### config.mk
export PLATFORM = sky130hd
export DESIGN_NAME = store_buffer_flat
export DESIGN_NICKNAME = d
export VERILOG_FILES = /design/src/rtl/store_buffer_pkg.sv /design/src/rtl/store_buffer_if.sv /design/src/rtl/store_buffer_fwd.sv /design/src/rtl/store_buffer.sv /design/src/flat_wrapper.sv
export SDC_FILE = /design/constraint.sdc
export NUM_CORES = 1
export LEC_CHECK = 0
export ABC_AREA = 1
export CAP_MARGIN = 20
export CORE_UTILIZATION = 30
export DETAILED_ROUTE_END_ITERATION = 6
export DONT_BUFFER_PORTS = 1
export PLACE_DENSITY = 0.48
export SYNTH_ARGS = -nofsm -noshare
export SYNTH_HDL_FRONTEND = slang
export SYNTH_SLANG_ARGS = --single-unit
### constraint.sdc
create_clock -name clk -period 6.2 [get_ports clk]
set_input_delay 0 -clock clk [delete_from_list [all_inputs] [get_ports clk]]
set_output_delay 0 -clock clk [all_outputs]
set_load 0.01 [all_outputs]
### src/rtl/store_buffer_pkg.sv
`default_nettype none
// ============================================================================
// Module   : sb_pkg
// Brief    : Shared widths, word-index slice and queued-store entry type.
// Revision : 1.0
// ============================================================================
package sb_pkg;

   localparam int SB_DATA_W = 16;
   localparam int SB_ADDR_W = 16;
   localparam int IDX_LSB   = 1;
   localparam int IDX_MSB   = 8;
   localparam int IDX_W     = IDX_MSB - IDX_LSB + 1;

   typedef struct packed {
      logic [SB_ADDR_W-1:0] addr;
      logic [SB_DATA_W-1:0] data;
   } sb_entry_t;

   // Same word slice data_memory uses, so aliasing matches exactly.
   function automatic logic [IDX_W-1:0] word_idx(input logic [SB_ADDR_W-1:0] addr);
      return addr[IDX_MSB:IDX_LSB];
   endfunction

endpackage
`default_nettype wire

### src/rtl/store_buffer_if.sv
`default_nettype none
// ============================================================================
// Module   : store_buffer_if
// Brief    : CPU load/store port and data_memory port of the store buffer.
// Revision : 1.0
// ============================================================================
interface store_buffer_if
   import sb_pkg::*;
#(
   parameter int DATA_W = SB_DATA_W,
   parameter int ADDR_W = SB_ADDR_W
);
   logic [ADDR_W-1:0] cpu_addr;
   logic [DATA_W-1:0] cpu_wdata;
   logic              cpu_we;
   logic              cpu_re;
   logic [DATA_W-1:0] cpu_rdata;
   logic              cpu_stall;
   logic              sb_empty;
   logic [ADDR_W-1:0] mem_access_addr;
   logic [DATA_W-1:0] mem_write_data;
   logic              mem_write_en;
   logic              mem_read;
   logic [DATA_W-1:0] mem_read_data;

   modport master (
      output cpu_addr, cpu_wdata, cpu_we, cpu_re, mem_read_data,
      input  cpu_rdata, cpu_stall, sb_empty,
      input  mem_access_addr, mem_write_data, mem_write_en, mem_read
   );

   modport slave (
      input  cpu_addr, cpu_wdata, cpu_we, cpu_re, mem_read_data,
      output cpu_rdata, cpu_stall, sb_empty,
      output mem_access_addr, mem_write_data, mem_write_en, mem_read
   );
endinterface
`default_nettype wire

### src/rtl/store_buffer_fwd.sv
`default_nettype none
// ============================================================================
// Module   : store_buffer_fwd
// Brief    : Newest-matching-entry search for load forwarding.
// Revision : 1.0
// ============================================================================
module store_buffer_fwd
   import sb_pkg::*;
#(
   parameter int DEPTH = 4,
   localparam int PTR_W = $clog2(DEPTH)
) (
   input  sb_entry_t            entries_i [DEPTH],
   input  logic [DEPTH-1:0]     valid_i,
   input  logic [PTR_W-1:0]     head_i,
   input  logic [IDX_W-1:0]     idx_i,
   output logic                 hit_o,
   output logic [SB_DATA_W-1:0] data_o
);

   logic [PTR_W-1:0] slot;

   // Walk oldest to newest from head; a later match overrides, so the newest wins.
   always_comb begin
      hit_o  = 1'b0;
      data_o = '0;
      slot   = '0;
      for (int k = 0; k < DEPTH; k++) begin
         slot = head_i + PTR_W'(k);
         if (valid_i[slot] && (word_idx(entries_i[slot].addr) == idx_i)) begin
            hit_o  = 1'b1;
            data_o = entries_i[slot].data;
         end
      end
   end

endmodule
`default_nettype wire

### src/rtl/store_buffer.sv
`default_nettype none
// ============================================================================
// Module   : store_buffer
// Brief    : Posted-write FIFO in front of data_memory with load forwarding.
// Revision : 1.0
// ============================================================================
module store_buffer
   import sb_pkg::*;
#(
   parameter int DEPTH  = 4,
   parameter int DATA_W = SB_DATA_W,
   parameter int ADDR_W = SB_ADDR_W
) (
   input  wire logic     clk,
   input  wire logic     rst,
   store_buffer_if.slave bus
);

   localparam int PTR_W = $clog2(DEPTH);
   localparam int CNT_W = PTR_W + 1;
   localparam logic [CNT_W-1:0] C_FULL = CNT_W'(DEPTH);

   sb_entry_t          entries_q [DEPTH];
   logic [DEPTH-1:0]   valid_q, valid_d;
   logic [PTR_W-1:0]   head_q, head_d;
   logic [PTR_W-1:0]   tail_q, tail_d;
   logic [CNT_W-1:0]   count_q, count_d;

   logic [ADDR_W-1:0]  cpu_addr;
   logic [DATA_W-1:0]  fwd_data;
   logic               fwd_hit;
   logic               full;
   logic               nonempty;
   logic               store_only;
   logic               idle;
   logic               load_miss;
   logic               drain;
   logic               push;
   sb_entry_t          head_entry;
   sb_entry_t          push_entry;

   assign cpu_addr   = bus.cpu_addr;
   assign full       = (count_q == C_FULL);
   assign nonempty   = (count_q != '0);
   // A simultaneous load+store is handled as the load alone.
   assign store_only = bus.cpu_we & ~bus.cpu_re;
   assign idle       = ~bus.cpu_we & ~bus.cpu_re;
   assign load_miss  = bus.cpu_re & ~fwd_hit;
   assign drain      = ~rst & nonempty & (idle | (full & store_only) | (full & load_miss));
   assign push       = ~rst & store_only;
   assign head_entry = entries_q[head_q];

   always_comb begin
      push_entry      = '0;
      push_entry.addr = cpu_addr;
      push_entry.data = bus.cpu_wdata;
   end

   store_buffer_fwd #(
      .DEPTH (DEPTH)
   ) u_fwd (
      .entries_i (entries_q),
      .valid_i   (valid_q),
      .head_i    (head_q),
      .idx_i     (word_idx(cpu_addr)),
      .hit_o     (fwd_hit),
      .data_o    (fwd_data)
   );

   always_comb begin
      bus.cpu_rdata       = '0;
      bus.cpu_stall       = 1'b0;
      bus.mem_access_addr = cpu_addr;
      bus.mem_write_data  = '0;
      bus.mem_write_en    = 1'b0;
      bus.mem_read        = 1'b0;
      if (!rst) begin
         if (drain) begin
            bus.mem_write_en    = 1'b1;
            bus.mem_access_addr = head_entry.addr;
            bus.mem_write_data  = head_entry.data;
         end
         if (bus.cpu_re) begin
            if (fwd_hit) begin
               bus.cpu_rdata = fwd_data;
            end else if (full) begin
               bus.cpu_stall = 1'b1;
            end else begin
               bus.mem_read  = 1'b1;
               bus.cpu_rdata = bus.mem_read_data;
            end
         end
      end
   end

   assign bus.sb_empty = rst | ~nonempty;

   // When full, pop and push hit the same slot; the push must win the valid bit.
   always_comb begin
      head_d  = head_q;
      tail_d  = tail_q;
      valid_d = valid_q;
      if (drain) begin
         valid_d[head_q] = 1'b0;
         head_d          = head_q + 1'b1;
      end
      if (push) begin
         valid_d[tail_q] = 1'b1;
         tail_d          = tail_q + 1'b1;
      end
      count_d = count_q + CNT_W'(push) - CNT_W'(drain);
   end

   always_ff @(posedge clk) begin
      if (rst) begin
         head_q  <= '0;
         tail_q  <= '0;
         count_q <= '0;
         valid_q <= '0;
      end else begin
         head_q  <= head_d;
         tail_q  <= tail_d;
         count_q <= count_d;
         valid_q <= valid_d;
      end
   end

   always_ff @(posedge clk) begin
      if (push) begin
         entries_q[tail_q] <= push_entry;
      end
   end

   a_no_load_and_store : assert property (@(posedge clk) disable iff (rst)
      !(bus.cpu_we && bus.cpu_re));

endmodule
`default_nettype wire

### src/flat_wrapper.sv
// flat-port wrapper written by rule: the top's interface ports become plain ports
module store_buffer_flat import sb_pkg::*;
#(
   parameter int DEPTH  = 4,
   parameter int DATA_W = SB_DATA_W,
   parameter int ADDR_W = SB_ADDR_W
)
  (clk, rst, bus_cpu_addr, bus_cpu_wdata, bus_cpu_we, bus_cpu_re, bus_mem_read_data, bus_cpu_rdata, bus_cpu_stall, bus_sb_empty, bus_mem_access_addr, bus_mem_write_data, bus_mem_write_en, bus_mem_read);
  store_buffer_if #(.DATA_W(DATA_W), .ADDR_W(ADDR_W)) bus_i ();
  input  wire logic clk;
  input  wire logic rst;
  input wire logic [$bits(bus_i.cpu_addr)-1:0] bus_cpu_addr;
  input wire logic [$bits(bus_i.cpu_wdata)-1:0] bus_cpu_wdata;
  input wire logic [$bits(bus_i.cpu_we)-1:0] bus_cpu_we;
  input wire logic [$bits(bus_i.cpu_re)-1:0] bus_cpu_re;
  input wire logic [$bits(bus_i.mem_read_data)-1:0] bus_mem_read_data;
  output wire logic [$bits(bus_i.cpu_rdata)-1:0] bus_cpu_rdata;
  output wire logic [$bits(bus_i.cpu_stall)-1:0] bus_cpu_stall;
  output wire logic [$bits(bus_i.sb_empty)-1:0] bus_sb_empty;
  output wire logic [$bits(bus_i.mem_access_addr)-1:0] bus_mem_access_addr;
  output wire logic [$bits(bus_i.mem_write_data)-1:0] bus_mem_write_data;
  output wire logic [$bits(bus_i.mem_write_en)-1:0] bus_mem_write_en;
  output wire logic [$bits(bus_i.mem_read)-1:0] bus_mem_read;
  assign bus_i.cpu_addr = bus_cpu_addr;
  assign bus_i.cpu_wdata = bus_cpu_wdata;
  assign bus_i.cpu_we = bus_cpu_we;
  assign bus_i.cpu_re = bus_cpu_re;
  assign bus_i.mem_read_data = bus_mem_read_data;
  assign bus_cpu_rdata = bus_i.cpu_rdata;
  assign bus_cpu_stall = bus_i.cpu_stall;
  assign bus_sb_empty = bus_i.sb_empty;
  assign bus_mem_access_addr = bus_i.mem_access_addr;
  assign bus_mem_write_data = bus_i.mem_write_data;
  assign bus_mem_write_en = bus_i.mem_write_en;
  assign bus_mem_read = bus_i.mem_read;
  store_buffer #(.DEPTH(DEPTH), .DATA_W(DATA_W), .ADDR_W(ADDR_W)) u_core (.clk(clk), .rst(rst), .bus(bus_i));
endmodule
---- Word-level counts from Yosys, hierarchy flattened ----
Index checks and enable logic that the tools add are counted.
storage, ports and cells
  logic and storage cells ................. 123
  register bits after elaboration ......... 139
operators by class
  bitwise operators ....................... 24
  reductions and logical operators ........ 8
  eq/ne operators ......................... 5
  add/subtract/negate cells ............... 6
  magnitude comparators ................... 13
  multiplexer cells ....................... 55
operators by type and width
  kind                   number
  $bmux W32 S2           4
  $mux W16               12
  $mux W25               6
  $bwmux W128            1
  $mux W32               3
  $demux W32 S2          1
  $eq A8 B8 Y1           4
  $mux W1                20
  $ge A3 B3 Y1 const B   5
  $lt A2 B3 Y1 const B   5
  $not A2 Y3             5
  $and A1 B1 Y1          8
  $bmux W1 S2            4
  $mux W4                2
  $logic_and A1 B1 Y1    7
  $not A1 Y1             5
  $add A2 B1 Y2 const B  2
  $add A2 B2 Y2 const B  2
  $and A4 B4 Y4          1
  $demux W1 S2           2
  $ge A2 B1 Y1 const B   2
  $not A4 Y4             1
  $or A4 B4 Y4           1
  $add A3 B1 Y3          1
  5 further kinds        7

---- Longest topological paths before layout ----
  depth after elaboration ................. 18
  gate-level depth with buffers ........... 30
  mapped depth without buffers ............ 24

---- Modules after synthesis ----
A second synthesis with hierarchy kept.
unflattened totals
  cell total of the unflattened synthesis .. 1330
  area total of the unflattened synthesis .. 9839.4 sq um
modules (own cells, without submodules)
  module            area an instance (sq um)  cells an instance  instances
  store_buffer      5972.0                    543                1
  store_buffer_fwd  3867.5                    787                1

---- Least setup slack after synthesis ----
OpenSTA, ideal clock, no wires.
  path type ............................... reg-to-reg
  start point ............................. register u_core.head_q[0]
  end point ............................... register u_core.count_q[2]
  arrival ................................. 4.193 ns
  cell stages (with the launch flop) ...... 28
  buffers on the path ..................... 7
  setup slack ............................. 1.888 ns
  clock period less this slack ............ 4.312 ns
  path through ............................ dfxtp_1 > buf_4 > inv_2 > buf_6 > buf_6 > clkbuf_1 > clkbuf_1 > ha_1 > inv_2 > clkbuf_1 > nand3_1 > nand2_1 > xor2_1 > nand3_1 > nor2_2 > nor2_4 > nand3_2 > nand2_2 > nand2_4 > buf_6 > inv_2 > ha_1 > inv_1 > ha_1 > inv_1 > fa_1 > o21ai_0 > a21oi_1
on the way
  elaborated cells on any way between the ends .. 45
  those cells by class .................... add/sub: 4; eq/ne: 4; mux: 24; bitwise: 9; reduce/logical: 4
RTL lines
  item                              line                    RTL
  start: declaration                store_buffer.sv:25      logic [PTR_W-1:0] head_q, head_d;
  start signal: assignment          store_buffer.sv:116     head_q <= '0;
  start signal: assignment          store_buffer.sv:121     head_q <= head_d;
  $add A2 B2 Y2 (*)                 store_buffer_fwd.sv:29  slot = head_i + PTR_W'(k);
  via u_core.u_fwd.slot[0]          store_buffer_fwd.sv:21  logic [PTR_W-1:0] slot;
  $not A2 Y3 (not written as such)  store_buffer_fwd.sv:30  if (valid_i[slot] && (word_idx(entries_i[slot].addr) == idx_i)) begin
  $bmux W32 S2                      store_buffer_fwd.sv:30
  $mux W25 (2 in a row)             n/a
  $eq A8 B8 Y1                      store_buffer_fwd.sv:30
  $logic_and A1 B1 Y1 (*)           store_buffer_fwd.sv:30
  $mux W1 (*)                       store_buffer_fwd.sv:30
  $not A1 Y1 (*)                    store_buffer.sv:48      assign load_miss = bus.cpu_re & ~fwd_hit;
  $and A1 B1 Y1 (*)                 store_buffer.sv:48
  $and A1 B1 Y1 (*)                 store_buffer.sv:49      assign drain = ~rst & nonempty & (idle | (full & store_only) | (full & load_miss));
  $or A1 B1 Y1 (*)                  store_buffer.sv:49
  $and A1 B1 Y1 (*)                 store_buffer.sv:49
  $sub A3 B1 Y3 (*)                 store_buffer.sv:111     count_d = count_q + CNT_W'(push) - CNT_W'(drain);
  end signal: assignment            store_buffer.sv:123     count_q <= count_d;
  end: declaration                  store_buffer.sv:27      logic [CNT_W-1:0] count_q, count_d;
Mark *: on every way through the listed nets, which the timed path passes. The rest lies on a longest branch. The select of a mux whose other input is x is not followed.
A chain may end at the register's enable or synchronous reset.

---- Worst setup path in the final report ----
  start point ............................. register u_core.head_q[1]
  end point ............................... register u_core.count_q[2]
on the way
  word-level cells in the longest chain between the ends .. 16
  elaborated cells on any way between the ends .. 45
  those cells by class .................... add/sub: 4; eq/ne: 4; mux: 24; bitwise: 9; reduce/logical: 4
ends and longest elaborated chain
  item                                                                     line
  $add A2 B1 Y2 / $not A2 Y3 (equally long branches)                       store_buffer_fwd.sv:29, store_buffer_fwd.sv:30
  $not A2 Y3 (not written as such) / $bmux W32 S2 (equally long branches)  store_buffer_fwd.sv:30
  $bmux W32 S2 / $mux W32 (equally long branches)                          n/a
  $mux W25 / $mux W32 (equally long branches)                              n/a
  $mux W25 / $eq A8 B8 Y1 (equally long branches)                          n/a
  $eq A8 B8 Y1 / $logic_and A1 B1 Y1 (equally long branches)               store_buffer_fwd.sv:30
  $logic_and A1 B1 Y1 / $mux W1 (equally long branches)                    store_buffer_fwd.sv:30
  $mux W1 (2 in a row)                                                     store_buffer_fwd.sv:30
  $mux W1 (*)                                                              store_buffer_fwd.sv:30
  $not A1 Y1 (*)                                                           store_buffer.sv:48
  $and A1 B1 Y1 (*)                                                        store_buffer.sv:48
  $and A1 B1 Y1 (*)                                                        store_buffer.sv:49
  $or A1 B1 Y1 (*)                                                         store_buffer.sv:49
  $and A1 B1 Y1 (*)                                                        store_buffer.sv:49
  $sub A3 B1 Y3 (*)                                                        store_buffer.sv:111
Every way passes the cells marked *; elsewhere a longest branch is shown, timed or not. The select of a mux whose other input is x is not followed.

==> impl_metrics.py <==
metrics = {
    "logic_synthesis": {
        "synthCells": 1232,
        "yosysSeqAreaShare_pct": 45.6,
        "async_flop_share_pct": 0,
        "synth_top_area_cell": "edfxtp_1",
        "synth_area_leaders": "edfxtp_1 (43%), nand2_1 (19%), o21ai_0 (8.3%)",
        "synthFlopType": "edfxtp_1",
        "synth-seq-cells": 139,
        "syn_area_um2": 8910,
        "synth_edf_count": 128,
        "synth.most_common_cell": "nand2_1",
        "netlist.area_leader.share_pct": 43.1,
        "synth.avg_cell_area_um2": 7.23,
        "synth_common_cells": "nand2_1 (448), o21ai_0 (147), edfxtp_1 (128)",
        "syn-num-nets": 1295,
        "ys_types": 33,
        "yosys_warnings": 0,
    },
    "floorplan": {
        "io_pins": 104,
        "dieArea_um2": 30400,
        "dieHeight_um": 174,
        "die_w_um": 174,
        "core_um2": 28900,
        "num_rows": 62,
        "initial_core_util_pct": 30.8,
    },
    "job": {
        "cap_violations": 0,
    },
    "finish": {
        "drive_gt1_share_pct": 5.39,
        "layout.nets": 1294,
        "area_growth_pct": 13.6,
    },
    "timing": {
        "setup_tns_ps": 0,
        "skew_ps": 9.34,
        "min_period_over_period_pct": 75.8,
        "finalSetupViolCount": 0,
        "worstMarginPinSlew_ps": 941,
        "fin_crit_ps": 4700,
        "hold_viol_final": 0,
        "maxSlewViolCount": 0,
        "slew_headroom_pct": 37.3,
        "rsz0062_at_grt": "false",
        "fmax_mhz": 213,
    },
    "grt": {
        "grt_max_degree": 100,
        "antenna_found_initial": 1,
        "grt_pass1_wl_mm": 40.0,
        "grtUsageTotal_pct": 17.1,
        "grt-ovfl-total": 0,
        "grt_pass1_vias": 7364,
    },
    "critical_path": {
        "critPathKind": "reg2reg",
        "ff2ff_setup_slack_ps": 1500,
        "crit_required_ps": 6520,
        "crit_top_cell": "nand3_1",
        "worstPathCellList": "buf_4, inv_2, ha_2, buf_4, nand3_1, nand3_1, nand2_1, nor2_1, nand3_1, nor2_2, nor2_4, nand3_2, nand2_2, nand2_4, inv_2, ha_1, inv_1, ha_1, inv_1, fa_1, o21ai_0, a21oi_1",
        "r2r_start": "u_core.head_q[1]$_SDFFE_PP0N_",
        "slowest_stage": "ha_2",
        "cp_max_fo": 67,
        "r2r_cells": 22,
        "cp_slowest_stage_delay_ps": 560,
        "r2r_end": "u_core.count_q[2]$_SDFF_PP0_",
        "end_kind": "flop",
        "cp_data_arrival_time_ps": 5020,
        "start_kind": "flop",
    },
    "outcome": {
        "outcome": "complete, no violations",
    },
    "placed_design": {
        "portBuffers": 0,
        "gp_congestion": 0.879,
        "place.detailed.hpwl_mm": 17.1,
    },
    "cts": {
        "h-tree-depth": 4,
        "cts_setup_buffers": 0,
        "clock_path_buffers": 2,
        "clk-insertion-delay-late_ps": 420,
        "cts_buffers": 17,
        "clock_sinks": 139,
        "cts_tree": "done",
        "clkTransAtPathRegs_ps": 70,
        "clockRootBuffer": "clkbuf_16",
    },
    "route": {
        "dr.pass1.iters": 5,
        "drc": 0,
        "wire_per_inst_um": 15.7,
        "wirelength_mm": 25.5,
        "antenna_left": 0,
        "vias": 7730,
        "drt-initial-drc-count": 534,
        "via_per_inst": 4.75,
    },
    "min_path": {
        "min_from": "rst",
        "min_to": "bus_cpu_stall",
        "hp-class": "in2out",
        "hold_depth": 1,
    },
    "pwr": {
        "irDropWorstVdd_mv": 0.149,
        "finalPower_mw": 2.56,
        "leakage_nw": 4.41,
        "powerDensity_nw_per_um2": 253,
    },
}
[repair_timing]
item | CTS | global route
gates resized for setup | 0 | 0
hold endpoints to repair | 139 | 0
hold buffers | 35 | 0
[per-stage QoR]
step / setup slack [ps] / utilization, % / hold WS [ps] / area (µm²) / cells
final: 1500 / 35.0 / 76.7 / 10100 / 1629
after global routing: 1040 / 35.0 / 73.5 / 10100 / 1629
after CTS: 1480 / 35.0 / 78.5 / 10100 / 1628
after detailed placement: 1500 / 31.6 / 76.9 / 9160 / 1561
after global placement: 1580 / 31.6 / 73.9 / 9160 / 1561
after floorplan: 1890 / - / 98.9 / 8910 / 1232
[critical path, delay by kind of cell, from the launching register on]
family	cells	cell delay, ps
AND/OR/NAND/NOR	10	1530
flip-flops	1	310
buffers and inverters	6	1090
adder cells (fa/ha/maj)	4	1390
AO/OA/AOI/OAI	2	220
[where the power goes]
part           internal, mW  total [mW]  leakage [nW]  switching, mW
Combinational         0.139       0.471          2.86          0.332
Sequential             1.04        1.05          1.25        0.00803
Clock                 0.550        1.04         0.298          0.490
[kinds of logic after synthesis]
family,count (synthesis),synth area share (%)
adder cells (fa/ha/maj),11,1.63
AND/OR/NAND/NOR,704,32.6
buffers and inverters,178,8.34
AO/OA/AOI/OAI,197,11.6
XOR/XNOR,3,0.295
flip-flops,139,45.6
[flip-flops by register name (all words and copies together) (netlist names)]
signal,flops
u_core.entries_q,128
u_core.count_q,3
u_core.tail_q,2
u_core.head_q,2
u_core.valid_q,4
[layout make-up]
type,instances,area [µm²]
diodes,1,2.50
clock buffers,17,425
clock inverters,15,184
fillers,3020,18800
inverters,112,420
multi-input cells,915,4110
flip-flops and latches,139,4070
well taps,384,480
repair buffers,46,433
[per-layer routing]
layer	vias to the layer above	wire length [µm]	GRT usage, %
met5	-	0	0
met4	0	515	5.52
met3	33	972	3.24
met2	154	12000	28.6
met1	3504	12100	22.2
li1	4039	-	-
[cells in the final DEF, fill, tap and decap left out, types with 10 or more instances in the layout]
| cell | count |
|---|---|
| dfxtp_1 | 10 |
| dlygate4sd3_1 | 35 |
| o21ai_0 | 147 |
| buf_4 | 11 |
| nor2_1 | 101 |
| edfxtp_1 | 128 |
| nand2_1 | 448 |
| a21oi_1 | 12 |
| clkbuf_16 | 17 |
| inv_1 | 105 |
| o21ai_1 | 28 |
| nand3_1 | 125 |
[worst max-delay path by stage]
stage | start | slack, ps | depth (start not counted) | endpoint
after floorplan | u_core.head_q[0]$_SDFFE_PP0N_ | 1890 | 27 | u_core.count_q[2]$_SDFF_PP0_
after CTS | u_core.head_q[1]$_SDFFE_PP0N_ | 1480 | 21 | u_core.count_q[2]$_SDFF_PP0_
final | u_core.head_q[1]$_SDFFE_PP0N_ | 1500 | 22 | u_core.count_q[2]$_SDFF_PP0_
after global routing | u_core.head_q[1]$_SDFFE_PP0N_ | 1040 | 22 | u_core.count_q[2]$_SDFF_PP0_
after detailed placement | u_core.head_q[1]$_SDFFE_PP0N_ | 1500 | 21 | u_core.count_q[2]$_SDFF_PP0_
after global placement | u_core.head_q[1]$_SDFFE_PP0N_ | 1580 | 21 | u_core.count_q[2]$_SDFF_PP0_
(Power assumes the default switching activity.)
